$ cat src/rtl/pwm_dac_pkg.sv
// Shared constants and helpers for the four-channel dithered PWM DAC.
// Config word layout: [23:16] base duty, [15:0] dither pattern (one bit per slot).
package pwm_dac_pkg;

  localparam int FULL_DEF = 156;
  localparam int CFG_W    = 24;
  localparam int DITHER_W = 16;
  localparam int SLOT_W   = 4;
  localparam int CNT_W    = 8;
  localparam int BASE_MSB = 23;
  localparam int BASE_LSB = 16;
  localparam int DUTY_W   = CNT_W + 1;

  // The carry bit lets base 255 plus a dither bit reach 256 without wrapping.
  function automatic logic [DUTY_W-1:0] duty_calc(input logic [CFG_W-1:0]  word,
                                                  input logic [SLOT_W-1:0] slot);
    return {1'b0, word[BASE_MSB:BASE_LSB]} + DUTY_W'(word[slot]);
  endfunction

endpackage

$ cat src/rtl/pwm_dac_ch.sv
// One PWM channel: shadow register loaded on superframe boundaries,
// dithered duty computation and registered comparator output.
module pwm_dac_ch
  import pwm_dac_pkg::*;
(
  input  logic              clk_i,
  input  logic              rstn_i,
  input  logic [CNT_W-1:0]  v_cnt,
  input  logic [SLOT_W-1:0] b_cnt,
  input  logic              load,
  input  logic [CFG_W-1:0]  cfg,
  output logic              pwm
);

  logic [CFG_W-1:0]  shadow;
  logic [DUTY_W-1:0] duty;

  assign duty = duty_calc(shadow, b_cnt);

  // Duty values at or above the period length simply never fail the compare.
  always_ff @(posedge clk_i or negedge rstn_i) begin
    if (!rstn_i) begin
      shadow <= '0;
      pwm    <= 1'b0;
    end else begin
      if (load) shadow <= cfg;
      pwm <= ({1'b0, v_cnt} < duty);
    end
  end

endmodule

$ cat src/rtl/red_pitaya_pwm_dac.sv
// Four-channel dithered PWM DAC: shared period/slot counters, boundary load
// strobe and superframe sync; one pwm_dac_ch instance per output pin.
module red_pitaya_pwm_dac
  import pwm_dac_pkg::*;
#(
  parameter int FULL = FULL_DEF
)(
  input  logic             clk_i,
  input  logic             rstn_i,
  input  logic [CFG_W-1:0] cfg_a_i,
  input  logic [CFG_W-1:0] cfg_b_i,
  input  logic [CFG_W-1:0] cfg_c_i,
  input  logic [CFG_W-1:0] cfg_d_i,
  output logic [3:0]       pwm_o,
  output logic             sync_o
);

  localparam logic [CNT_W-1:0] V_LAST = CNT_W'(FULL - 1);

  logic [CNT_W-1:0]  v_cnt;
  logic [SLOT_W-1:0] b_cnt;
  logic              load_pend;
  logic              v_wrap;
  logic              load;
  logic [CFG_W-1:0]  cfg [4];

  assign cfg[0] = cfg_a_i;
  assign cfg[1] = cfg_b_i;
  assign cfg[2] = cfg_c_i;
  assign cfg[3] = cfg_d_i;

  assign v_wrap = (v_cnt == V_LAST);
  // load_pend forces a load on the first edge after reset so the first
  // superframe does not run on the cleared shadows.
  assign load   = load_pend | (v_wrap & (b_cnt == '1));

  always_ff @(posedge clk_i or negedge rstn_i) begin
    if (!rstn_i) begin
      v_cnt     <= '0;
      b_cnt     <= '0;
      load_pend <= 1'b1;
      sync_o    <= 1'b0;
    end else begin
      load_pend <= 1'b0;
      v_cnt     <= v_wrap ? '0 : v_cnt + 1'b1;
      if (v_wrap) b_cnt <= b_cnt + 1'b1;
      sync_o    <= (v_cnt == '0) && (b_cnt == '0);
    end
  end

  for (genvar n = 0; n < 4; n++) begin : g_ch
    pwm_dac_ch u_ch (
      .clk_i  (clk_i),
      .rstn_i (rstn_i),
      .v_cnt  (v_cnt),
      .b_cnt  (b_cnt),
      .load   (load),
      .cfg    (cfg[n]),
      .pwm    (pwm_o[n])
    );
  end

endmodule

$ cat config.mk
export PLATFORM = sky130hd
export DESIGN_NAME = red_pitaya_pwm_dac
export DESIGN_NICKNAME = d
export VERILOG_FILES = /design/src/rtl/pwm_dac_pkg.sv /design/src/rtl/pwm_dac_ch.sv /design/src/rtl/red_pitaya_pwm_dac.sv
export SDC_FILE = /design/constraint.sdc
export NUM_CORES = 1
export LEC_CHECK = 0
export BUFFER_PORTS_ARGS = -buffer_cell sky130_fd_sc_hd__buf_2
export CORE_ASPECT_RATIO = 0.5
export CORE_MARGIN = 8
export CORE_UTILIZATION = 24
export DETAILED_ROUTE_END_ITERATION = 8
export PLACE_DENSITY = 0.46
export RECOVER_POWER = 50
export SYNTH_ARGS = -nofsm -noshare
export SYNTH_HDL_FRONTEND = slang
export SYNTH_SLANG_ARGS = --single-unit
$ cat constraint.sdc
create_clock -name clk_i -period 4.1 [get_ports clk_i]
set_input_delay 0 -clock clk_i [delete_from_list [all_inputs] [get_ports clk_i]]
set_output_delay 0 -clock clk_i [all_outputs]
set_load 0.005 [all_outputs]
---- After elaboration in Yosys (flattened, before gate mapping) ----
Cells that the tools add are included.
storage, ports and cells
  flip-flop bits (word level) ............. 114
  bits in latches ......................... 0
  memory bits (writable) .................. 0
  memory bits (read-only) ................. 0
  bits of input ports ..................... 98
  output and inout bits ................... 5
  word-level logic and storage cells ...... 39
  memories kept ........................... 0
operators by class
  $add $sub $neg .......................... 6
  $mul .................................... 0
  divide/modulo/power cells ............... 0
  magnitude comparators ................... 5
  equal/unequal tests ..................... 2
  shift-type cells ........................ 0
  multiplexer cells ....................... 9
  bitwise operators ....................... 2
  reductions and logical operators ........ 3
operators with widths
  cell                                                         count
  adder 8 x 1 -> 9 bit                                         4
  less-than comparator 8 x 9 -> 1 bit                          4
  binary-select mux 1 bit (select 4 bit)                       4
  adder 8 x 1 -> 8 bit (second input constant)                 1
  equality test 8 bit (second input constant)                  1
  zero test 8 bit                                              1
  2-to-1 mux 8 bit                                             1
  less-than comparator 4 x 6 -> 1 bit (second input constant)  1
  adder 4 x 1 -> 4 bit (second input constant)                 1
  equality test 4 bit (second input constant)                  1
  zero test 4 bit                                              1
  2-to-1 mux 1 bit                                             4
  bitwise AND 1 bit                                            1
  logical AND 1 bit                                            1
  bitwise OR 1 bit                                             1

---- Depth between registers and ports, before layout ----
Gate-level depths: netlist of the first run.
  depth after elaboration ................. 4
  depth in mapped cells ................... 15
  gate-level depth less buffers ........... 13

---- Cells and area by module ----
From an unflattened synthesis of the first run, not the netlist that was laid out.
second synthesis, totals
  cell total of the unflattened synthesis .. 435
  area total of the unflattened synthesis .. 5,982.0 um^2
modules (own cells, without submodules)
  module              times used  cells an instance  area each (um^2)  seq. area each (um^2)
  pwm_dac_ch          4           94                 1,330.0           625.6
  red_pitaya_pwm_dac  1           59                 661.9             351.6

---- Worst setup path before layout of the first run ----
OpenSTA, ideal clock, no wires.
  kind .................................... reg-to-reg
  from .................................... register b_cnt[0]
  to ...................................... register g_ch[0].u_ch.pwm
  library setup time ...................... 67 ps
  arrival time ............................ 3,298 ps
  required time ........................... 4,033 ps
  slack ................................... 735 ps
  cell stages (with the launch flop) ...... 15
  period minus slack after synthesis ...... 3,365 ps
  cell sequence ........................... dfrtp_1 buf_2 buf_2 mux4_2 a22oi_1 nand2_1 ha_1 ha_1 nand3_1 xor2_1 ha_1 a21o_1 a211o_1 a221oi_1 a311o_1
between the ends
  longest elaborated chain between the ends .. 4
RTL lines
  element                                 RTL line                  text
  start: declaration                      red_pitaya_pwm_dac.sv:21  logic [SLOT_W-1:0] b_cnt;
  start signal: assignment                red_pitaya_pwm_dac.sv:46  if (v_wrap) b_cnt <= b_cnt + 1'b1;
  binary-select mux 1 bit (select 4 bit)  pwm_dac_pkg.sv:17         return {1'b0, word[BASE_MSB:BASE_LSB]} + DUTY_W'(word[slot]);
  2-to-1 mux 1 bit (implied by the code)  pwm_dac_pkg.sv:17
  adder 8 x 1 -> 9 bit                    pwm_dac_pkg.sv:17
  less-than comparator 8 x 9 -> 1 bit     pwm_dac_ch.sv:27          pwm <= ({1'b0, v_cnt} < duty);
  end signal: assignment                  pwm_dac_ch.sv:27
  end: declaration                        pwm_dac_ch.sv:12          output logic pwm
No other way between the ends. The select of a mux whose other input is x is not followed.
A chain may end at the register's enable or synchronous reset.

---- Worst setup path after layout of the first run ----
  from .................................... register b_cnt[1]
  to ...................................... register g_ch[1].u_ch.pwm
between the ends
  longest elaborated chain between the ends .. 4
RTL lines
  element                                 RTL line
  binary-select mux 1 bit (select 4 bit)  pwm_dac_pkg.sv:17
  2-to-1 mux 1 bit (implied by the code)  pwm_dac_pkg.sv:17
  adder 8 x 1 -> 9 bit                    pwm_dac_pkg.sv:17
  less-than comparator 8 x 9 -> 1 bit     pwm_dac_ch.sv:27
  end signal: assignment                  pwm_dac_ch.sv:27
  end: declaration                        pwm_dac_ch.sv:12
No other way between the ends. The select of a mux whose other input is x is not followed.

==> results.toml, run 1 <==
[outcome]
outcome = "finished with violations"
violations = "capacitance limit, slew limit"

[floorplan]
io_pins = 103
dieArea_um2 = 30600
start_util = 0.241
rows = 41
die_x_um = 240
die_height_um = 128
core_um2 = 24900

[yosys]
ys_types = 41
async_flop_share = 1.00
synth_edf_count = 0
synth_top_area_share = 0.471
seq_area_frac_synth = 0.475
syn-num-nets = 592
synth_area_leaders = "dfrtp_1 47%, mux2_2 11%, ha_1 9.2%"
syn_area_per_cell_um2 = 13.3
synth_top_area_cell = "dfrtp_1"
yosysWarnings = 0
syn_inst = 450
synth_area_um2 = 6000
synthFlopType = "dfrtp_1"
synth_seq_cells = 114

[clock_network]
cts_tree = "built"
cts_resized = 0
path_clk_slew_ps = 50
htreeDepth = 4
clock_path_buffers = 2
clock-sinks = 114
cts_made_buffers = 17
postCtsHoldBufs = 97
post_cts.repair.setup_buffers = 0
insertion_delay_ps = 410
ctsRootBufferMaster = "clkbuf_16"

[critical_path]
worstPathMaxFanout = 19
crit_family = "compound AO/OA/AOI/OAI gates"
path_cells = "mux4_2 > a22oi_1 > nand2_1 > ha_1 > ha_1 > nand3_1 > nor2_1 > xnor2_1 > ha_1 > a21o_1 > a2111oi_0 > a311oi_1 > o21ai_0"
crit_slowest_cell = "dfrtp_1"
cp_num_buf_inv = 0
arrival_ps = 3910
endpoint_kind = "flop"
reg2reg_from = "b_cnt[1]$_DFFE_PN0N_"
cp.required_ps = 4430
r2r_slack_ps = 520
crit_type = "reg -> reg"
start_kind = "flop"
crit_top_cell = "ha_1"
slowest_delay_ps = 910
critical_path.startpoint = "b_cnt[1]$_DFFE_PN0N_"

[run]
drv_cap = 1

[min_path]
worstHoldStart = "cfg_d_i[21]"
hold_path.class = "in -> reg"

[pwr]
finalPower_mw = 3.44
p_leak_nw = 3.64
worst_ir_drop_vdd_mv = 0.220
power_density_nw_per_um2 = 405

[global_routing]
grt_max_degree = 72
grt-ovfl-total = 0
grt_usage = 0.105
antenna_found_initial = 0
grt_first_pass_wirelength_um = 25100
grt_pass1_vias = 4825

[placement]
dpl_cell_area_um2 = 6860
port_buffers = 102
gp_congestion = 0.748
post-dp-hpwl_um = 10600

[routing]
first_pass_iters = 5
drt_wl_total_um = 15300
ant_nets = 0
dr_total_vias = 4261
avgRoutedWirePerCell_um = 15.2
drt_iter0_drc = 189
drc_errors = 0
via_per_inst = 4.22

[sta]
hold_violations = 0
fin_skew_ps = 6.61
fin_crit_sh = 0.872
maxSlewViolCount = 64
min_period_ps = 3580
tightest_slew_ps = 1580
rsz0062_at_grt = "no"
tns_ps = 0
maxSlewHeadroom = -0.0509
setup-violations-final = 0
max_freq_mhz = 280

[final_layout]
fin_nets = 795
final_cell_area_um2 = 8490
drive_above_1_share = 0.312
syn_to_final_growth_pct = 41.5
diodes = 0
[cells in the mapped netlist (2+ instances only)]
library cell	number
clkbuf_1	4
xor2_1	21
and4_1	3
nor2b_1	6
ha_1	44
buf_4	4
buf_6	5
mux4_2	16
nand4_1	9
a211oi_1	3
and2_1	5
a21o_1	3
mux2_2	56
a21oi_1	7
and3_1	4
mux2_1	40
a221oi_1	2
dfrtp_1	113
nand2_1	14
inv_1	10
nand2b_1	3
o21ai_0	12
a211o_1	2
xnor2_1	12
a311o_1	2
a22oi_1	8
nand3_1	14
nor2_1	9
buf_2	7
[stage by stage]
step                      std cells  setup slack (ps)  hold WS (ps)   util
after global placement          881               580           150  0.276
after global routing           1010               273           333  0.341
after CTS                      1010               480           254  0.342
after floorplan                 450               735          -296      -
final                          1010               524           334  0.341
after detailed placement        881               506           146  0.276
[layout by cell type (no fill, tap or decap), types with 2 or more instances in the layout]
cell type        n
a211oi_1         3
a221oi_1         2
bufinv_16        6
clkbuf_2         2
nand2_1         14
ha_1            44
a21o_1           3
a22oi_1          8
and4_1           3
mux4_2          16
and2_1           4
mux2_1          40
a21oi_1          7
clkbuf_8         2
and2_0           2
nor2_1           9
dfrtp_1        113
o21ai_0         12
xnor2_1         12
and3_1           4
dlygate4sd3_1   97
buf_4            3
clkinvlp_4       3
nand4_1          9
buf_2           97
clkbuf_1         6
a211o_1          2
nand3_1         14
nor4_1           2
mux2_2          56
nor2b_1          6
clkinv_4         3
clkbuf_16       17
inv_1           10
nand2b_1         3
a311o_1          2
xor2_1          21
[layout make-up]
class                      count  area (µm²)
clock buffer                  20         457
clock inverter                12         229
fill                        2440       16400
inverter                      10        37.5
multi-input combinational    306        2980
sequential                   114        2850
tap                          344         430
timing repair buffer         204        1510
[power by group]
| part | leakage (nW) | total [mW] | switching [mW] | internal, mW |
|---|---|---|---|---|
| Combinational | 1.99 | 0.427 | 0.170 | 0.257 |
| Sequential | 1.33 | 1.30 | 0.0700 | 1.23 |
| Clock | 0.323 | 1.71 | 0.539 | 1.17 |
[logic make-up (layout without fill, tap and decap cells)]
| group | count (synthesis) | after routing | synth area share |
|---|---|---|---|
| xor gates and xnor gates | 33 | 33 | 0.0481 |
| and+or+nand+nor | 71 | 71 | 0.0636 |
| buffers and inverters | 30 | 246 | 0.0290 |
| muxes | 112 | 112 | 0.240 |
| DFF | 114 | 114 | 0.475 |
| adders and majority gates | 44 | 44 | 0.0917 |
| other | 1 | 1 | 0.000625 |
| AOI/OAI and AO/OA | 45 | 45 | 0.0517 |
[worst register-to-register path: stages (launching register included)]
cell       delay, ps
dfrtp_1          910
mux4_2           430
a22oi_1          220
nand2_1          160
ha_1             210
ha_1             200
nand3_1          120
nor2_1            80
xnor2_1          120
ha_1             300
a21o_1           180
a2111oi_0        410
a311oi_1          70
o21ai_0           90
[per-layer routing]
| metal | GRT usage | routed length, µm | vias up | part of all wire |
|---|---|---|---|---|
| met1 | 0.122 | 6620 | 2134 | 0.43 |
| met2 | 0.185 | 7990 | 49 | 0.52 |
| met3 | 0.0217 | 319 | 22 | 0.021 |
| li1 | - | - | 2056 | - |
| met4 | 0.0464 | 377 | 0 | 0.025 |
| met5 | 0 | 0 | - | 0 |
[worst paths after layout]
kind,to,depth (start not counted)
setup / recovery,g_ch[1].u_ch.pwm$_DFF_PN0_,13
hold / removal,g_ch[3].u_ch.shadow[21]$_DFFE_PN0P_,3
setup reg to reg,g_ch[1].u_ch.pwm$_DFF_PN0_,13
hold reg to reg,g_ch[2].u_ch.shadow[6]$_DFFE_PN0P_,1
max in group asynchronous,g_ch[2].u_ch.pwm$_DFF_PN0_,3
min in group asynchronous,g_ch[3].u_ch.shadow[6]$_DFFE_PN0P_,2
[state kept, by name (all words and copies together), names as in the netlist]
register and flops:
g_ch.u_ch.shadow 96, load_pend 1, g_ch.u_ch.pwm 4, b_cnt 4, v_cnt 8, sync_o 1
(Power assumes the default switching activity.)
==> inputs of run 2 (changes only) <==
--- a/config.mk
+++ b/config.mk
@@ -7,2 +7,3 @@
 export LEC_CHECK = 0
+export ABC_AREA = 1
 export BUFFER_PORTS_ARGS = -buffer_cell sky130_fd_sc_hd__buf_2
@@ -12,3 +13,3 @@
 export DETAILED_ROUTE_END_ITERATION = 8
-export PLACE_DENSITY = 0.46
+export PLACE_DENSITY = 0.45
 export RECOVER_POWER = 50
--- a/constraint.sdc
+++ b/constraint.sdc
@@ -3,2 +3,2 @@
 set_output_delay 0 -clock clk_i [all_outputs]
-set_load 0.005 [all_outputs]
+set_load 0.02 [all_outputs]
==> run 2 against run 1 <==
Against the previous run: the run still ends with capacitance limit, slew limit left; combinational power increased by 6.3%; clock power fell by 4%; worst hold slack lost 12 ps.
==> results.toml, run 2 <==
[final_layout]
drive_above_1_share = 0.133
fin_cells = 1409
mostFrequentLayoutCells = "292 x nand2_1, 113 x inv_1, 113 x dfrtp_1, 97 x dlygate4sd3_1, 96 x buf_2"
layout_commonest_cell = "nand2_1"
fin_nets = 1186
fin_util = 0.336
final_cell_area_um2 = 8940
ff_latch_area_um2 = 2850
regMostFlops = "g_ch.u_ch.shadow"
nFillCells = 2764
largest_reg_flops = 96
syn_to_final_growth_pct = 36.8
diodes = 0
reg_top3 = "g_ch.u_ch.shadow x96, v_cnt x8"
multi_input_area_um2 = 2990

[routing]
avgRoutedWirePerCell_um = 13.3
ant_nets = 0
drt_iter0_drc = 215
dr_total_vias = 5813
first_pass_iters = 4
drt_wl_total_um = 18700
via_per_inst = 4.13
drc_errors = 0

[yosys]
seq_area_frac_synth = 0.437
synth_seq_cells = 114
syn_area_per_cell_um2 = 7.66
ys_types = 27
syn-num-nets = 995
synth_edf_count = 0
yosysWarnings = 0
async_flop_share = 1.00
synth_area_um2 = 6530
synth_top_area_cell = "dfrtp_1"
synthFlopType = "dfrtp_1"
synth.top_cells.by_count = "292 x nand2_1, 113 x dfrtp_1, 113 x inv_1, 70 x nand3_1, 50 x o21ai_1"
syn_inst = 853
synth_area_leaders = "dfrtp_1 43%, nand2_1 17%, ha_1 8.4%"
yosys.cell_count.top_type = "nand2_1"
synth_top_area_share = 0.433

[floorplan]
io_pins = 103
start_util = 0.246
rows = 42
die_height_um = 133
dieArea_um2 = 33100
die_x_um = 249
core_um2 = 26600

[sta]
tns_ps = 0
max_freq_mhz = 302
hold_slack_ps = 322
min_period_ps = 3310
rsz0062_at_grt = "no"
setup-violations-final = 0
maxSlewHeadroom = -0.559
maxSlewViolCount = 43
fin_skew_ps = 8.12
fin_crit_sh = 0.808
tightest_slew_ps = 2340
hold_violations = 0
timing.final.ws_setup_ps = 787

[critical_path]
r2r_cells = 20
start_kind = "flop"
cp.required_ps = 4410
reg2reg_to = "g_ch[3].u_ch.pwm$_DFF_PN0_"
worstPathMaxFanout = 19
arrival_ps = 3620
reg2reg_from = "b_cnt[0]$_DFFE_PN0N_"
crit_type = "reg -> reg"
critical_path.startpoint = "b_cnt[0]$_DFFE_PN0N_"
endpoint_kind = "flop"
critPathCapture = "g_ch[3].u_ch.pwm$_DFF_PN0_"
r2r_slack_ps = 790

[placement]
port_buffers = 102
post-dp-hpwl_um = 13000
gp_congestion = 0.783
place_inst = 1280
pre_cts_slack_ps = 774
dpl_cell_area_um2 = 7330

[clock_network]
ctsRootBufferMaster = "clkbuf_16"
path_clk_slew_ps = 60
clock_path_buffers = 2
post_cts.repair.setup_buffers = 0
cts_resized = 0
clock-sinks = 114
insertion_delay_ps = 420
cts_made_buffers = 17
htreeDepth = 4
cts_tree = "built"

[pwr]
worst_ir_drop_vdd_mv = 0.265
switching_share = 0.251
seqPwrFrac = 0.376
power_density_nw_per_um2 = 377
clkPwrFrac = 0.489
p_leak_nw = 4.59
finalPower_mw = 3.37
switching_power_mw = 0.844
power_frac_comb = 0.135
p_int_mw = 2.52

[run]
drv_cap = 1

[global_routing]
grt_usage = 0.116
grt-ovfl-total = 0
grt_pass1_vias = 6345
antenna_found_initial = 0
grt_first_pass_wirelength_um = 31400
grt_max_degree = 70

[outcome]
outcome = "finished with violations"
violations = "capacitance limit, slew limit"

[min_path]
hold_path.class = "in -> reg"
worstHoldStart = "cfg_b_i[18]"
==> run 2: timing repair <==
item,in CTS,in global routing
endpoints found under the hold margin,136,0
setup endpoints to repair,0,0
hold buffers,97,0
==> run 2: how the worst min path moves through the flow <==
stage                                               end  slack (ps)  depth (start not counted)
finish              g_ch[1].u_ch.shadow[18]$_DFFE_PN0P_         320                          4
CTS                 g_ch[0].u_ch.shadow[10]$_DFFE_PN0P_         130                          2
floorplan                          b_cnt[0]$_DFFE_PN0N_        -300                          0
global placement     g_ch[1].u_ch.shadow[8]$_DFFE_PN0P_          30                          1
global route        g_ch[1].u_ch.shadow[18]$_DFFE_PN0P_         320                          4
detailed placement  g_ch[0].u_ch.shadow[10]$_DFFE_PN0P_          30                          1
==> run 2: cell families (layout without fill, tap and decap cells) <==
| family | after synthesis | in the layout | synth area share |
|---|---|---|---|
| buffers and inverters | 152 | 356 | 0.105 |
| xor gates and xnor gates | 28 | 28 | 0.0375 |
| DFF | 114 | 114 | 0.437 |
| other | 1 | 1 | 0.000574 |
| and+or+nand+nor | 425 | 425 | 0.267 |
| AOI/OAI and AO/OA | 89 | 89 | 0.0690 |
| adders and majority gates | 44 | 44 | 0.0843 |
==> run 2: area by class of cell <==
type,count,share of cell area
inverters,116,0.0487
repair buffers,208,0.175
flip-flops and latches,114,0.319
well taps,352,0.0493
multi-input cells,587,0.335
clock inverters,13,0.0232
clock buffers,19,0.0496
==> run 2: layer usage <==
metal,vias up,part of all wire,wire length [µm],GRT usage
li1,3034,-,-,-
met1,2692,0.45,8350,0.133
met5,-,0,0,0
met2,67,0.52,9640,0.214
met3,20,0.018,344,0.0254
met4,0,0.019,352,0.0353
==> run 2: worst max-delay path, stage by stage (launching register included) <==
cell      delay, ps
dfrtp_1         350
clkinv_1        360
buf_4           360
nand2_1          70
nand3_1          90
nand2_1         100
nand2_1          50
nand2_1          60
inv_1            30
nand2_1         170
ha_1            190
ha_1            170
nand2_1          60
nor2_1          200
nand3_1         120
xor2_1          160
ha_1            290
nand2_1          50
nand3b_1        150
nor2_1          100
nor2_1           40
==> run 2: power by group through the flow <==
stage | clock network [mW] | registers, mW | logic, mW
global route | 1.74 | 1.28 | 0.527
global placement | 0 | 1.29 | 0.383
detailed placement | 0 | 1.29 | 0.393
floorplan | 0 | 1.27 | 0.262
finish | 1.65 | 1.27 | 0.454
CTS | 1.69 | 1.27 | 0.467
